<file path="src/rtl/program_loader_if.sv">
// ---------------------------------------------------------------------------
// program_loader_if
// Bundles the loader's byte stream, instruction-memory write port and
// status lines into one interface.
//   master : byte source / system side (drives start, num_words, byte_in,
//            byte_valid; observes everything else)
//   slave  : program_loader itself
// Signals:
//   start, num_words        load request and word count
//   byte_in, byte_valid,    byte stream, valid/ready handshake
//   byte_ready
//   im_we, im_addr, im_data instruction-memory write port (byte address)
//   busy, done, cpu_hold    load status; cpu_hold keeps the CPU in reset
//   err                     checksum mismatch (LOADER_CHECKSUM_EN builds)
// ---------------------------------------------------------------------------
interface program_loader_if #(
    parameter int ADDR_W = 9
);
    logic              start;
    logic [ADDR_W-2:0] num_words;
    logic [7:0]        byte_in;
    logic              byte_valid;
    logic              byte_ready;
    logic              im_we;
    logic [ADDR_W-1:0] im_addr;
    logic [31:0]       im_data;
    logic              busy;
    logic              done;
    logic              cpu_hold;
    logic              err;

    modport master (
        output start, num_words, byte_in, byte_valid,
        input  byte_ready, im_we, im_addr, im_data, busy, done, cpu_hold, err
    );

    modport slave (
        input  start, num_words, byte_in, byte_valid,
        output byte_ready, im_we, im_addr, im_data, busy, done, cpu_hold, err
    );
endinterface

</file>
<file path="src/rtl/program_loader.sv">
// ---------------------------------------------------------------------------
// program_loader
// Fills instruction memory from a byte stream. Bytes are assembled
// big-endian into 32-bit words, each word is written with a one-cycle im_we
// pulse at consecutive word addresses starting at BASE_ADDR (wrapping modulo
// 2^ADDR_W). cpu_hold stays high until the whole image is loaded.
// Ports:
//   clk    rising-edge clock
//   reset  synchronous, active-high
//   bus    program_loader_if.slave (stream, memory write port, status)
// Parameters:
//   ADDR_W     byte-address width of instruction memory
//   BASE_ADDR  byte address of the first word (multiple of 4)
// Optional build macro:
//   LOADER_CHECKSUM_EN  after the last word, one extra byte is taken as a
//                       checksum; err flags (sum of all bytes) mod 256 != 0.
//                       Undefined: err is tied low.
// All outputs come straight from registers.
// ---------------------------------------------------------------------------
module program_loader #(
    parameter int          ADDR_W    = 9,
    parameter int unsigned BASE_ADDR = 0
) (
    input  logic             clk,
    input  logic             reset,
    program_loader_if.slave  bus
);

    localparam logic [ADDR_W-1:0] BASE = ADDR_W'(BASE_ADDR);

    typedef enum logic [2:0] {
        S_IDLE,
        S_LOAD,
        S_WRITE,
`ifdef LOADER_CHECKSUM_EN
        S_CHECK,
`endif
        S_DONE
    } state_t;

    state_t            r_state,      nx_state;
    logic [1:0]        r_byte_idx,   nx_byte_idx;
    logic [ADDR_W-2:0] r_remaining,  nx_remaining;
    logic              r_byte_ready, nx_byte_ready;
    logic              r_im_we,      nx_im_we;
    logic [ADDR_W-1:0] r_im_addr,    nx_im_addr;
    logic [31:0]       r_im_data,    nx_im_data;
    logic              r_busy,       nx_busy;
    logic              r_done,       nx_done;
    logic              r_cpu_hold,   nx_cpu_hold;
`ifdef LOADER_CHECKSUM_EN
    logic [7:0]        r_sum,        nx_sum;
    logic              r_err,        nx_err;
`endif

    logic w_accept;

    // byte_ready is registered, so acceptance depends only on present state
    assign w_accept = bus.byte_valid && r_byte_ready;

    always_comb begin
        nx_state      = r_state;
        nx_byte_idx   = r_byte_idx;
        nx_remaining  = r_remaining;
        nx_byte_ready = r_byte_ready;
        nx_im_we      = 1'b0;
        nx_im_addr    = r_im_addr;
        nx_im_data    = r_im_data;
        nx_busy       = r_busy;
        nx_done       = r_done;
        nx_cpu_hold   = r_cpu_hold;
`ifdef LOADER_CHECKSUM_EN
        nx_sum        = r_sum;
        nx_err        = r_err;
`endif

        case (r_state)
            S_IDLE, S_DONE: begin
                if (bus.start) begin
                    nx_im_addr  = BASE;
                    nx_byte_idx = 2'd0;
`ifdef LOADER_CHECKSUM_EN
                    nx_sum      = '0;
                    nx_err      = 1'b0;
`endif
                    if (bus.num_words != '0) begin
                        nx_state      = S_LOAD;
                        nx_remaining  = bus.num_words;
                        nx_byte_ready = 1'b1;
                        nx_busy       = 1'b1;
                        nx_done       = 1'b0;
                        nx_cpu_hold   = 1'b1;
                    end else begin
                        // Empty image: release the CPU without writing
                        nx_state      = S_DONE;
                        nx_byte_ready = 1'b0;
                        nx_busy       = 1'b0;
                        nx_done       = 1'b1;
                        nx_cpu_hold   = 1'b0;
                    end
                end
            end

            S_LOAD: begin
                if (w_accept) begin
                    case (r_byte_idx)
                        2'd0:    nx_im_data[31:24] = bus.byte_in;
                        2'd1:    nx_im_data[23:16] = bus.byte_in;
                        2'd2:    nx_im_data[15:8]  = bus.byte_in;
                        default: nx_im_data[7:0]   = bus.byte_in;
                    endcase
                    nx_byte_idx = r_byte_idx + 2'd1;
`ifdef LOADER_CHECKSUM_EN
                    nx_sum      = r_sum + bus.byte_in;
`endif
                    if (r_byte_idx == 2'd3) begin
                        nx_state      = S_WRITE;
                        nx_byte_ready = 1'b0;
                        nx_im_we      = 1'b1;
                    end
                end
            end

            S_WRITE: begin
                nx_im_addr   = r_im_addr + ADDR_W'(4);
                nx_remaining = r_remaining - 1'b1;
                if (r_remaining == (ADDR_W-1)'(1)) begin
`ifdef LOADER_CHECKSUM_EN
                    nx_state      = S_CHECK;
                    nx_byte_ready = 1'b1;
`else
                    nx_state      = S_DONE;
                    nx_byte_ready = 1'b0;
                    nx_busy       = 1'b0;
                    nx_done       = 1'b1;
                    nx_cpu_hold   = 1'b0;
`endif
                end else begin
                    nx_state      = S_LOAD;
                    nx_byte_ready = 1'b1;
                end
            end

`ifdef LOADER_CHECKSUM_EN
            S_CHECK: begin
                if (w_accept) begin
                    nx_err        = ((r_sum + bus.byte_in) != 8'd0);
                    nx_state      = S_DONE;
                    nx_byte_ready = 1'b0;
                    nx_busy       = 1'b0;
                    nx_done       = 1'b1;
                    nx_cpu_hold   = 1'b0;
                end
            end
`endif

            default: begin
                nx_state      = S_IDLE;
                nx_byte_ready = 1'b0;
                nx_busy       = 1'b0;
                nx_done       = 1'b0;
                nx_cpu_hold   = 1'b1;
            end
        endcase
    end

    always_ff @(posedge clk) begin
        if (reset) begin
            r_state      <= S_IDLE;
            r_byte_idx   <= 2'd0;
            r_remaining  <= '0;
            r_byte_ready <= 1'b0;
            r_im_we      <= 1'b0;
            r_im_addr    <= BASE;
            r_im_data    <= '0;
            r_busy       <= 1'b0;
            r_done       <= 1'b0;
            r_cpu_hold   <= 1'b1;
`ifdef LOADER_CHECKSUM_EN
            r_sum        <= '0;
            r_err        <= 1'b0;
`endif
        end else begin
            r_state      <= nx_state;
            r_byte_idx   <= nx_byte_idx;
            r_remaining  <= nx_remaining;
            r_byte_ready <= nx_byte_ready;
            r_im_we      <= nx_im_we;
            r_im_addr    <= nx_im_addr;
            r_im_data    <= nx_im_data;
            r_busy       <= nx_busy;
            r_done       <= nx_done;
            r_cpu_hold   <= nx_cpu_hold;
`ifdef LOADER_CHECKSUM_EN
            r_sum        <= nx_sum;
            r_err        <= nx_err;
`endif
        end
    end

    assign bus.byte_ready = r_byte_ready;
    assign bus.im_we      = r_im_we;
    assign bus.im_addr    = r_im_addr;
    assign bus.im_data    = r_im_data;
    assign bus.busy       = r_busy;
    assign bus.done       = r_done;
    assign bus.cpu_hold   = r_cpu_hold;
`ifdef LOADER_CHECKSUM_EN
    assign bus.err        = r_err;
`else
    assign bus.err        = 1'b0;
`endif

endmodule
</file>
<file path="src/flat_wrapper.sv">
// flat-port wrapper written by rule: the top's interface ports become plain ports
module program_loader_flat 
#(
    parameter int          ADDR_W    = 9,
    parameter int unsigned BASE_ADDR = 0
)
  (clk, reset, bus_start, bus_num_words, bus_byte_in, bus_byte_valid, bus_byte_ready, bus_im_we, bus_im_addr, bus_im_data, bus_busy, bus_done, bus_cpu_hold, bus_err);
  program_loader_if #(.ADDR_W(ADDR_W)) bus_i ();
  input  logic clk;
  input  logic reset;
  input wire logic [$bits(bus_i.start)-1:0] bus_start;
  input wire logic [$bits(bus_i.num_words)-1:0] bus_num_words;
  input wire logic [$bits(bus_i.byte_in)-1:0] bus_byte_in;
  input wire logic [$bits(bus_i.byte_valid)-1:0] bus_byte_valid;
  output wire logic [$bits(bus_i.byte_ready)-1:0] bus_byte_ready;
  output wire logic [$bits(bus_i.im_we)-1:0] bus_im_we;
  output wire logic [$bits(bus_i.im_addr)-1:0] bus_im_addr;
  output wire logic [$bits(bus_i.im_data)-1:0] bus_im_data;
  output wire logic [$bits(bus_i.busy)-1:0] bus_busy;
  output wire logic [$bits(bus_i.done)-1:0] bus_done;
  output wire logic [$bits(bus_i.cpu_hold)-1:0] bus_cpu_hold;
  output wire logic [$bits(bus_i.err)-1:0] bus_err;
  assign bus_i.start = bus_start;
  assign bus_i.num_words = bus_num_words;
  assign bus_i.byte_in = bus_byte_in;
  assign bus_i.byte_valid = bus_byte_valid;
  assign bus_byte_ready = bus_i.byte_ready;
  assign bus_im_we = bus_i.im_we;
  assign bus_im_addr = bus_i.im_addr;
  assign bus_im_data = bus_i.im_data;
  assign bus_busy = bus_i.busy;
  assign bus_done = bus_i.done;
  assign bus_cpu_hold = bus_i.cpu_hold;
  assign bus_err = bus_i.err;
  program_loader #(.ADDR_W(ADDR_W), .BASE_ADDR(BASE_ADDR)) u_core (.clk(clk), .reset(reset), .bus(bus_i));
endmodule
</file>
<file path="config.mk">
export PLATFORM = sky130hd
export DESIGN_NAME = program_loader_flat
export DESIGN_NICKNAME = d
export VERILOG_FILES = /design/src/rtl/program_loader_if.sv /design/src/rtl/program_loader.sv /design/src/flat_wrapper.sv
export SDC_FILE = /design/constraint.sdc
export NUM_CORES = 1
export LEC_CHECK = 0
export ABC_CLOCK_PERIOD_IN_PS = 3000
export CORE_ASPECT_RATIO = 0.75
export CORE_MARGIN = 8
export CORE_UTILIZATION = 30
export CTS_CLUSTER_SIZE = 28
export DETAILED_ROUTE_END_ITERATION = 10
export GPL_ROUTABILITY_DRIVEN = 0
export GPL_TIMING_DRIVEN = 0
export PLACE_DENSITY_LB_ADDON = 0.15
export SYNTH_ARGS = -nofsm -noshare
export SYNTH_HDL_FRONTEND = slang
export SYNTH_SLANG_ARGS = --single-unit
</file>
<file path="constraint.sdc">
create_clock -name clk -period 3 [get_ports clk]
set_input_delay 0.6 -clock clk [delete_from_list [all_inputs] [get_ports clk]]
set_output_delay 0.6 -clock clk [all_outputs]
set_load 0.03 [all_outputs]
</file>
Yosys cells after proc, flatten, opt, wreduce, memory -nomap -nowiden
Index checks and enable logic that the tools add are counted.
- flip-flop bits (word level): 59
- latch bits: 0
- RAM bits: 0
- memory bits (read-only): 0
- input bits: 20
- output and inout bits: 47
- logic and storage cells: 77
- memories: 0
- $add $sub $neg: 3
- multipliers: 0
- divide/modulo/power cells: 0
- magnitude comparators: 0
- equality and inequality tests: 12
- shift-type cells: 0
- mux-type cells: 28
- bitwise gates (word level): 3
- reduce and logical (&&, ||, !) cells: 18
- operators with widths (kind ; count):
    $reduce_and A3 Y1 ; 8
    $pmux W9 S2 ; 1
    $mux W8 ; 2
    $pmux W8 S2 ; 1
    $pmux W1 S3 ; 4
    $mux W1 ; 10
    $add A9 B3 Y9 const B ; 1
    $mux W3 ; 3
    $mux W9 ; 1
    $pmux W3 S3 ; 1
    $eq A8 B1 Y1 const B ; 1
    $mux W2 ; 4
    $ne A2 B1 Y1 const B ; 4
    $reduce_bool A8 Y1 ; 1
    $sub A8 B1 Y8 const B ; 1
    $eq A3 B2 Y1 const B ; 2
    $reduce_or A3 Y1 ; 2
    $eq A2 B2 Y1 const B ; 2
    $pmux W2 S2 ; 1
    $reduce_bool A2 Y1 ; 2
    $eq A3 B1 Y1 const B ; 1
    $logic_not A3 Y1 ; 1
    $not A1 Y1 ; 3
    $add A2 B1 Y2 const B ; 1
    other kinds (6) ; 6

Logic depth before layout (Yosys ltp)
Gate-level depths: netlist (run 1).
- word-level depth: 4
- depth in mapped cells: 8
- depth with buffers taken out: 6

Worst setup path after synthesis (run 1)
Ideal clock, no wire load.
- path type: register -> register
- start point: register u_core.r_state[0]
- end point: register u_core.r_im_addr[8] (netlist: u_core.bus.im_addr[8])
- library setup time: 131 ps
- data arrival time: 1566 ps
- required time: 2869 ps
- setup slack: 1302 ps
- cell stages (with the launch flop): 8
- path buffers: 1
- cell sequence: dfxtp_1 > inv_1 > ha_1 > nor2b_4 > buf_6 > nor4b_4 > a31o_2 > a21oi_1
- word-level cells in the longest chain between the ends: 4
- elaborated cells on any way between the ends: 8
- ends and longest elaborated chain (element ; RTL line ; text):
    start: declaration ; program_loader.sv:41 ; state_t r_state, nx_state;
    start signal: assignment ; program_loader.sv:184 ; r_state <= nx_state;
    $eq A3 B2 Y1 / $logic_not A3 Y1 (equally long branches) ; program_loader.sv:77 ; case (r_state)
    $reduce_or A2 Y1 ; program_loader.sv:77 ;
    $ne A2 B2 Y1 (no line) / $reduce_bool A2 Y1 (equally long branches) ; - ;
    $reduce_and A2 Y1 (no line) ; - ;
    end signal: assignment ; program_loader.sv:189 ; r_im_addr <= nx_im_addr;
    end: declaration ; program_loader.sv:46 ; logic [ADDR_W-1:0] r_im_addr, nx_im_addr;
Several ways; a longest one is shown, not always the timed one.
A chain may end at the register's enable or synchronous reset.

Final worst setup path (run 1)
- start point: register u_core.r_im_addr[6] (netlist: u_core.bus.im_addr[6])
- end point: output port bus_im_addr[6]
- RTL lines (element ; RTL line ; text):
    end: declaration ; flat_wrapper.sv:17 ; output wire logic [$bits(bus_i.im_addr)-1:0] bus_im_addr;
No word-level cell between the ends.

==> results of run 1 <==
==> power by group through the flow <==
stage               sequential [uW]  clock [uW]  combinational, uW
finish                          927         567               1020
global route                    941         619               1130
CTS                             925         593               1020
detailed placement              942           0               1020
global placement                943           0               1020
floorplan                       994           0                677
==> sequential cells by signal (all words and copies together), names as in the netlist <==
signal / flops
u_core.bus.im_data: 32
u_core.r_remaining: 8
u_core.bus.im_addr: 7
u_core.r_byte_idx: 2
u_core.r_state: 2
u_core.bus.busy: 1
u_core.bus.byte_ready: 1
u_core.bus.cpu_hold: 1
u_core.bus.done: 1
u_core.bus.im_we: 1
==> final timing paths <==
check | startpoint | endpoint | slack [ns] | cells past startpoint
setup reg to reg | u_core.r_state[0] | u_core.bus.byte_ready | 1.07 | 7
hold / removal | u_core.bus.im_data[30] | u_core.bus.im_data[30] | 0.45 | 2
hold reg to reg | u_core.bus.im_data[30] | u_core.bus.im_data[30] | 0.45 | 2
setup / recovery | u_core.bus.im_addr[6] | bus_im_addr[6] | 0.96 | 1
==> cell usage after synthesis, types with 2 or more instances <==
master,instances
buf_2,4
nand3_1,8
a32o_1,4
nor2_1,14
buf_4,4
nor4b_4,2
nand2_1,82
xnor2_1,4
o32ai_1,2
and3_1,4
a31oi_1,2
o21a_1,2
ha_1,11
nor3b_1,2
nor3_1,4
nand4_1,3
nor4_4,3
inv_1,11
a31o_2,3
clkbuf_1,9
dfxtp_1,56
a211oi_1,3
o21ai_0,7
a21oi_1,49
o22ai_1,6
and2_1,4
==> kinds of logic (layout without fill, tap and decap cells) <==
| kind of cell | Yosys count | in the layout | synth area share [%] |
|---|---|---|---|
| buffers and inverters | 30 | 100 | 5.32 |
| muxes | 1 | 1 | 0.377 |
| adders and majority gates | 11 | 11 | 5.18 |
| AOI/OAI and AO/OA | 86 | 86 | 20.1 |
| xor gates and xnor gates | 4 | 4 | 1.32 |
| DFF | 56 | 56 | 42.2 |
| and+or+nand+nor | 133 | 133 | 25.4 |
| other | 1 | 3 | 0.141 |
==> routing by layer <==
layer	vias to the layer above	track usage [%]	routed length [um]
met5	-	0	0
li1	1252	-	-
met2	59	19.3	3200
met3	2	3.98	488
met1	1136	16.7	3890
met4	0	3.14	42
==> final cells by class <==
type,count,area [um2]
multi-input cells,238,1400
flip-flops and latches,56,1120
plain buffers,19,100
inverters,11,41.3
fillers,875,4960
clock buffers,5,125
repair buffers,63,631
clock inverters,2,12.5
well taps,108,135
==> stage by stage <==
stage / instance area [um2] / total power (uW) / worst slack [ns] / instances
floorplan: 2660 / 1670 / 1.30 / 324
global placement: 3430 / 1960 / 0.601 / 495
detailed placement: 3430 / 1960 / 0.582 / 495
CTS: 3570 / 2540 / 0.904 / 502
global route: 3570 / 2690 / 0.833 / 502
finish: 3570 / 2510 / 0.963 / 502
==> run_results.csv, run 1 <==
group,metric,value,unit
outcome,status,"finished, final reports clean",
floorplan,start_util,31.2,%
setup_path,crit_path_cell_trace,"clkdlybuf4s50_1",
synth,yosys_warnings,0,
sta,hold_slack,0.452,ns
route,ant_nets,0,
cells_and_area,num_antenna_cells,0,
synth,ys.flop_type,"dfxtp_1",
grt,grt_pass1_wl,12900,um
setup_path,cp_data_required_time,2.40,ns
clocking,clock_tree.buffer_depth,2,
synth,ys_ff_latch,56,
route,dr.pass1.iters,5,
pwr,power_frac_clock,22.6,%
synth,ys_seq_area_share,42.2,%
floorplan,core,8530,um2
cells_and_area,final_common_cell,"nand2_1",
clocking,tritoncts,"done",
pwr,leakagePower,0.00122,uW
clocking,cts_resized,0,
pwr,combPwrFrac,40.6,%
clocking,tritoncts.num_buffers,5,
setup_path,cpMaxStageDelayCell,"clkdlybuf4s50_1",
grt,grt_use_total,12.6,%
floorplan,die_y,97.5,um
cells_and_area,post-route-util,41.8,%
grt,gr-total-overflow,0,
route,drt-vias-per-instance,4.88,
cells_and_area,syn_to_final_growth,34.3,%
synth,syn-cell-area,2660,um2
route,dr_total_vias,2449,
cells_and_area,layout-drive-gt1-share,7.87,%
synth,synthTopCellsByArea,"dfxtp_1 (42%), nand2_1 (12%), a21oi_1 (9.2%)",
synth,synth_edf_count,0,
sta,max_freq,0.491,GHz
clocking,cts.sinks,56,
sta,finalSetupViolations,0,
pwr,p_seq_share,36.9,%
setup_path,critPathMaxFanout,6,
placed_design,dpl.hpwl,5800,um
clocking,clk_pin_slew_worst_paths,0.07,ns
clocking,h-tree-depth,2,
synth,avgSynthCellArea,8.25,um2
setup_path,cp_num_buf_inv,1,
min_path,min_path_type,"reg2reg",
synth,synth-async-reset-ratio,0,%
setup_path,critPathMaxStageDelay,0.71,ns
sta,slew_headroom,62.3,%
cells_and_area,fin_nets,425,
sta,maxSlewViolCount,0,
clocking,postCtsSetupRepairBufs,0,
setup_path,cp_top_family,"buffers and inverters",
floorplan,num_io_pins,67,
pwr,pwr_density_cell,705,nW/um2
sta,worst_slew_pin_slew,0.561,ns
route,drc_errors,0,
route,postRouteWirelength,7630,um
floorplan,die_x,125,um
sta,hold_viol,0,
cells_and_area,layout_common_cells,"nand2_1 (82), clkdlybuf4s50_1 (63), dfxtp_1 (56), a21oi_1 (49), nor2_1 (14)",
grt,grt_pass1_vias,2485,
floorplan,rows,29,
clocking,postCtsHoldBufs,0,
setup_path,worst_setup_path_start_kind,"flip-flop",
synth,syn_inst,322,
grt,antenna_found_initial,0,
floorplan,dieArea,12200,um2
sta,finalClockSkew,0.00239,ns
sta,setup_tns,0,ns
sta,period_minus_slack,2.04,ns
route,wl_per_cell,15.2,um
placed_design,io_buffers,63,
flow_run,maxCapViolations,0,
setup_path,arrival,1.44,ns
setup_path,worstSetupPathType,"reg2out",
synth,synth_top_area_share,42.2,%
pwr,p_int,1550,uW
clocking,cts_root_buffer,"clkbuf_16",
sta,fin_crit_sh,67.9,%
pwr,power_switching,961,uW
pwr,swShare,38.2,%
route,drtIter0Drc,184,
sta,rsz0062_at_grt,"false",
synth,yosysTopAreaCell,"dfxtp_1",
pwr,peakVddDrop,347,uV
setup_path,end_kind,"output pin",
synth,synth_cell_types,45,
grt,grt_max_degree,17,
clocking,insertion_delay,0.29,ns
No activity file was read; power rests on OpenSTA's default activity.
==> run 2: changes to the inputs <==
--- a/config.mk
+++ b/config.mk
@@ -5,7 +5,7 @@
 export SDC_FILE = /design/constraint.sdc
 export NUM_CORES = 1
 export LEC_CHECK = 0
-export ABC_CLOCK_PERIOD_IN_PS = 3000
+export ABC_CLOCK_PERIOD_IN_PS = 2060
 export CORE_ASPECT_RATIO = 0.75
 export CORE_MARGIN = 8
 export CORE_UTILIZATION = 30
==> constraint.sdc (replaced) <==
create_clock -name clk -period 2.06 [get_ports clk]
set_input_delay 0.412 -clock clk [delete_from_list [all_inputs] [get_ports clk]]
set_output_delay 0.412 -clock clk [all_outputs]
set_load 0.03 [all_outputs]
==> run 2 against run 1 <==
Via count grew 0.16%. Total power grew 46%. Clock skew is essentially flat. Clock-buffer cell count is the same. Wire length is essentially flat. Die area is the same. Critical endpoint is now u_core.bus.byte_ready. Worst setup slack lost 0.84 ns. Worst hold slack is the same. Clock power grew 46%. First-iteration DRC count grew 1.1%. Sequential share of layout area shrank 0.066 points.
==> run_results.csv, run 2 (synthesis gave the netlist of run 1 again) <==
group,metric,value,unit
placed_design,io_buffers,63,
cells_and_area,final_common_cell,"nand2_1",
pwr,combPwrFrac,40.8,%
floorplan,core,8530,um2
setup_path,end_kind,"flip-flop",
clocking,cts_root_buffer,"clkbuf_16",
outcome,status,"finished, final reports clean",
min_path,min_path_type,"reg2reg",
pwr,p_int,2270,uW
route,drc_errors,0,
placed_design,place_ws,-0.170,ns
floorplan,dieArea,12200,um2
cells_and_area,syn_to_final_growth,34.6,%
setup_path,critPathMaxStageDelay,0.40,ns
sta,max_freq,0.517,GHz
grt,grt_pass1_wl,12900,um
sta,maxSlewViolCount,0,
pwr,leakagePower,0.00123,uW
sta,hold_viol,0,
pwr,power,3670,uW
grt,antenna_found_initial,0,
pwr,p_seq_share,36.7,%
pwr,peakVddDrop,503,uV
placed_design,dpl.hpwl,5800,um
floorplan,start_util,31.2,%
clocking,clock_tree.buffer_depth,2,
setup_path,reg2reg_slack,0.13,ns
grt,gr-total-overflow,0,
route,wl_per_cell,15.2,um
sta,finalClockSkew,0.00224,ns
floorplan,num_io_pins,67,
sta,hold_slack,0.452,ns
route,dr_total_vias,2453,
clocking,tritoncts,"done",
pwr,power_frac_clock,22.5,%
clocking,insertion_delay,0.29,ns
sta,slew_headroom,62.7,%
sta,rsz0062_at_grt,"false",
pwr,pwr_density_cell,1030,nW/um2
sta,finalWorstSetupSlack,0.125,ns
route,drtIter0Drc,186,
setup_path,critPathMaxFanout,8,
setup_path,cpMaxStageDelayCell,"dfxtp_1",
sta,fin_crit_sh,93.9,%
grt,grt_pass1_vias,2485,
setup_path,crit_path_end,"u_core.bus.byte_ready",
setup_path,worst_setup_path_start_kind,"flip-flop",
setup_path,regToRegStartpoint,"u_core.r_state[0]",
cells_and_area,layout-drive-gt1-share,8.10,%
setup_path,arrival,2.09,ns
grt,grt_use_total,12.6,%
grt,grt_max_degree,17,
sta,worst_slew_pin_slew,0.555,ns
cells_and_area,num_antenna_cells,0,
sta,period_minus_slack,1.93,ns
setup_path,worstSetupPathType,"reg2reg",
setup_path,timing.rr.end,"u_core.bus.byte_ready",
cells_and_area,layout_common_cells,"nand2_1 (82), clkdlybuf4s50_1 (63), dfxtp_1 (56), a21oi_1 (49), nor2_1 (14)",
clocking,tritoncts.num_buffers,5,
setup_path,r2r_cells,7,
setup_path,cp_top_family,"simple AND/OR/NAND/NOR gates",
cells_and_area,largest_register_ffs,32,
cells_and_area,post-route-util,41.9,%
floorplan,rows,29,
route,ant_nets,0,
clocking,h-tree-depth,2,
setup_path,cp_num_buf_inv,2,
clocking,clk_pin_slew_worst_paths,0.07,ns
sta,setup_tns,0,ns
route,dr.pass1.iters,4,
pwr,swShare,38.2,%
floorplan,die_y,97.5,um
setup_path,startpoint,"u_core.r_state[0]",
route,postRouteWirelength,7640,um
setup_path,cp_data_required_time,2.21,ns
route,drt-vias-per-instance,4.88,
setup_path,crit_path_cell_trace,"inv_1 > ha_1 > nor2b_4 > or2_1 > clkbuf_2 > nor3_1 > a211oi_1",
setup_path,cp.depth,7,
clocking,cts_resized,0,
pwr,power_switching,1400,uW
clocking,cts.sinks,56,
flow_run,maxCapViolations,0,
sta,finalSetupViolations,0,
cells_and_area,fin_nets,426,
floorplan,die_x,125,um
-- run 2: cell types whose count changed in the layout (fill, tap and decap cells not counted), sizes merged --
cell and change:
buf +1
-- run 2: power groups by stage --
stage / clock network [uW] / registers [uW] / logic (uW)
4_1_cts: 863 / 1350 / 1480
3_5_place_dp: 0 / 1370 / 1480
3_3_place_gp: 0 / 1370 / 1480
5_1_grt: 902 / 1370 / 1660
6_report: 826 / 1350 / 1500
2_1_floorplan: 0 / 1450 / 986
-- run 2: per-layer routing --
layer	vias to the layer above	global-route usage [%]	wire, um
met2	58	19.3	3250
met4	0	3.14	42
met1	1134	16.7	3840
li1	1259	-	-
met3	2	3.98	504
met5	-	0	0
-- run 2: repair_timing --
action / CTS / global route
setup buffers: 0 / 1
endpoints found under the setup margin: 0 / 1
hold buffers: 0 / 0
-- run 2: worst min path at each step --
stage	from	endpoint	cells after the start
after floorplan	u_core.r_remaining[7]	u_core.r_remaining[7]	2
after global placement	u_core.bus.im_data[24]	u_core.bus.im_data[24]	2
after detailed placement	u_core.bus.im_data[30]	u_core.bus.im_data[30]	2
after CTS	u_core.bus.im_data[24]	u_core.bus.im_data[24]	2
after global routing	u_core.bus.im_data[24]	u_core.bus.im_data[24]	2
final	u_core.bus.im_data[30]	u_core.bus.im_data[30]	2
-- run 2: worst min-delay path, cell delays in order, from the launching register on --
cell,delay [ns]
dfxtp_1,0.31
nand2_1,0.05
a21oi_1,0.05
-- run 2: layout make-up --
type	count	area, um2
Buffer	19	100
Multi-Input combinational cell	238	1400
Clock inverter	2	12.5
Timing Repair Buffer	64	638
Fill cell	873	4950
Sequential cell	56	1120
Clock buffer	5	125
Tap cell	108	135
Inverter	11	41.3
-- run 2: stage by stage --
step                      std cells  instance area, um2
final                           503                3570
after global routing            503                3570
after CTS                       502                3570
after detailed placement        495                3430
after global placement          495                3430
after floorplan                 324                2660
==> run 3: changes to the inputs <==
--- a/config.mk
+++ b/config.mk
@@ -12,8 +12,9 @@
 export CTS_CLUSTER_SIZE = 28
 export DETAILED_ROUTE_END_ITERATION = 10
 export GPL_ROUTABILITY_DRIVEN = 0
-export GPL_TIMING_DRIVEN = 0
+export MAX_ROUTING_LAYER = met4
 export PLACE_DENSITY_LB_ADDON = 0.15
+export SLEW_MARGIN = 20
 export SYNTH_ARGS = -nofsm -noshare
 export SYNTH_HDL_FRONTEND = slang
 export SYNTH_SLANG_ARGS = --single-unit
==> run 3 against run 2 <==
Clock skew up 0.0034 ns. Worst hold slack improved by 0.00064 ns. Via count decreased by 2.7%. Final area rose by 1.0%. Global-route usage decreased by 0.29 points. Sequential share of layout area fell by 0.33 points. Fmax is 5.1% higher. First-iteration DRC count shrank 14%. Cell count decreased by 1.4%. Largest cell class unchanged. Highest routed layer unchanged.
==> run_results.csv, run 3 (synthesis gave the netlist of run 1 again) <==
group,metric,value,unit
cells_and_area,num_antenna_cells,0,
sta,hold_slack,0.453,ns
pwr,pwr_density_cell,1110,nW/um2
floorplan,die_y,97.5,um
cells_and_area,syn_to_final_growth,36.0,%
route,drt-vias-per-instance,4.81,
cells_and_area,fin_nets,419,
setup_path,cpMaxStageDelayCell,"clkdlybuf4s50_1",
clocking,cts_resized,0,
setup_path,worstSetupPathType,"reg2out",
sta,period_minus_slack,1.84,ns
clocking,tritoncts,"done",
route,postRouteWirelength,7450,um
pwr,power_switching,1420,uW
setup_path,critPathMaxStageDelay,0.71,ns
clocking,insertion_delay,0.29,ns
floorplan,start_util,31.2,%
clocking,postCtsSetupRepairBufs,0,
floorplan,dieArea,12200,um2
flow_run,maxCapViolations,0,
cells_and_area,largest_register_ffs,32,
clocking,clock_tree.buffer_depth,2,
setup_path,crit_path_cell_trace,"clkdlybuf4s50_1",
cells_and_area,nFillCells,874,
route,dr_total_vias,2387,
cells_and_area,layout_common_cells,"nand2_1 (82), clkdlybuf4s50_1 (63), dfxtp_1 (56), a21oi_1 (49), nor2_1 (14)",
floorplan,rows,29,
pwr,leakagePower,0.00125,uW
route,ant_nets,0,
setup_path,critPathMaxFanout,6,
clocking,cts.sinks,56,
min_path,min_path_cells,2,
clocking,postCtsHoldBufs,0,
clocking,cts_root_buffer,"clkbuf_16",
floorplan,core,8530,um2
grt,grt_pass1_vias,2405,
route,wl_per_cell,15.0,um
outcome,status,"finished, final reports clean",
setup_path,cp_num_buf_inv,1,
sta,finalClockSkew,0.00561,ns
grt,grt_max_degree,37,
grt,grt_pass1_wl,12200,um
pwr,peakVddDrop,524,uV
setup_path,cp_data_required_time,1.65,ns
pwr,power_frac_clock,26.7,%
setup_path,worst_setup_path_start_kind,"flip-flop",
sta,hold_viol,0,
setup_path,cp.depth,1,
route,drtIter0Drc,160,
placed_design,io_buffers,63,
placed_design,dpl.hpwl,5680,um
grt,antenna_found_initial,0,
cells_and_area,layout-drive-gt1-share,8.76,%
route,dr.pass1.iters,4,
route,drc_errors,0,
setup_path,r2r_cells,7,
pwr,swShare,35.4,%
pwr,p_int,2580,uW
clocking,h-tree-depth,2,
min_path,min_path_type,"reg2reg",
sta,fin_crit_sh,89.3,%
pwr,p_seq_share,33.7,%
setup_path,end_kind,"output pin",
pwr,combPwrFrac,39.6,%
grt,gr-total-overflow,0,
sta,maxSlewViolCount,0,
setup_path,arrival,1.43,ns
floorplan,die_x,125,um
clocking,tritoncts.num_buffers,5,
sta,setup_tns,0,ns
floorplan,num_io_pins,67,
cells_and_area,stdcell_area,3610,um2
setup_path,cp_top_family,"buffers and inverters",
grt,grt_use_total,12.3,%
cells_and_area,final_common_cell,"nand2_1",
sta,max_freq,0.543,GHz
sta,finalSetupViolations,0,
sta,rsz0062_at_grt,"false",
placed_design,placed_cell_area,3430,um2
clocking,clk_pin_slew_worst_paths,0.07,ns
-- run 3: cell count changes in the layout (fill, tap and decap cells not counted), sizes merged --
cell      delta
buf          +3
bufinv       +2
clkbuf      -10
clkinv       -1
clkinvlp     -1
-- run 3: final timing paths --
check                                               to              startpoint  slack [ns]
worst max-delay path                    bus_im_addr[6]   u_core.bus.im_addr[6]        0.22
worst min-delay path            u_core.bus.im_data[25]  u_core.bus.im_data[25]        0.45
worst max register to register   u_core.bus.im_addr[7]       u_core.r_state[0]        0.22
worst min register to register  u_core.bus.im_data[25]  u_core.bus.im_data[25]        0.45
-- run 3: stage by stage --
stage               power (uW)  setup slack [ns]  utilization, %  cells
detailed placement        2950            0.0803            40.2    489
finish                    4000             0.220            42.4    496
global route              4240             0.119            42.4    496
CTS                       4030             0.214            42.4    496
global placement          2950            0.0925            40.2    489
floorplan                 2430             0.362               -    324
-- run 3: final cells by class --
type	count	area [um2]	share of cell area, %
multi-input cells	238	1400	38.8
flip-flops and latches	56	1120	31.0
repair buffers	76	728	20.2
well taps	108	135	3.74
clock buffers	5	125	3.46
clock inverters	2	60.1	1.66
inverters	11	41.3	1.14
-- run 3: per-layer routing --
metal  wire, um  global-route usage [%]
met5          0                       -
met4         24                    1.94
met3        404                    3.05
met2       3090                    18.2
met1       3920                    16.7
-- run 3: power by group through the flow --
stage | Clock, uW | Sequential (uW) | Combinational (uW)
floorplan | 0 | 1450 | 986
global placement | 0 | 1370 | 1580
detailed placement | 0 | 1370 | 1580
CTS | 1100 | 1350 | 1580
global route | 1140 | 1370 | 1740
finish | 1070 | 1350 | 1580
-- run 3: tightest hold or removal path, delay by kind of cell (launching register included) --
family             cells  cell delay, ns
DFF                    1            0.31
AOI/OAI and AO/OA      1            0.05
and+or+nand+nor        1            0.05
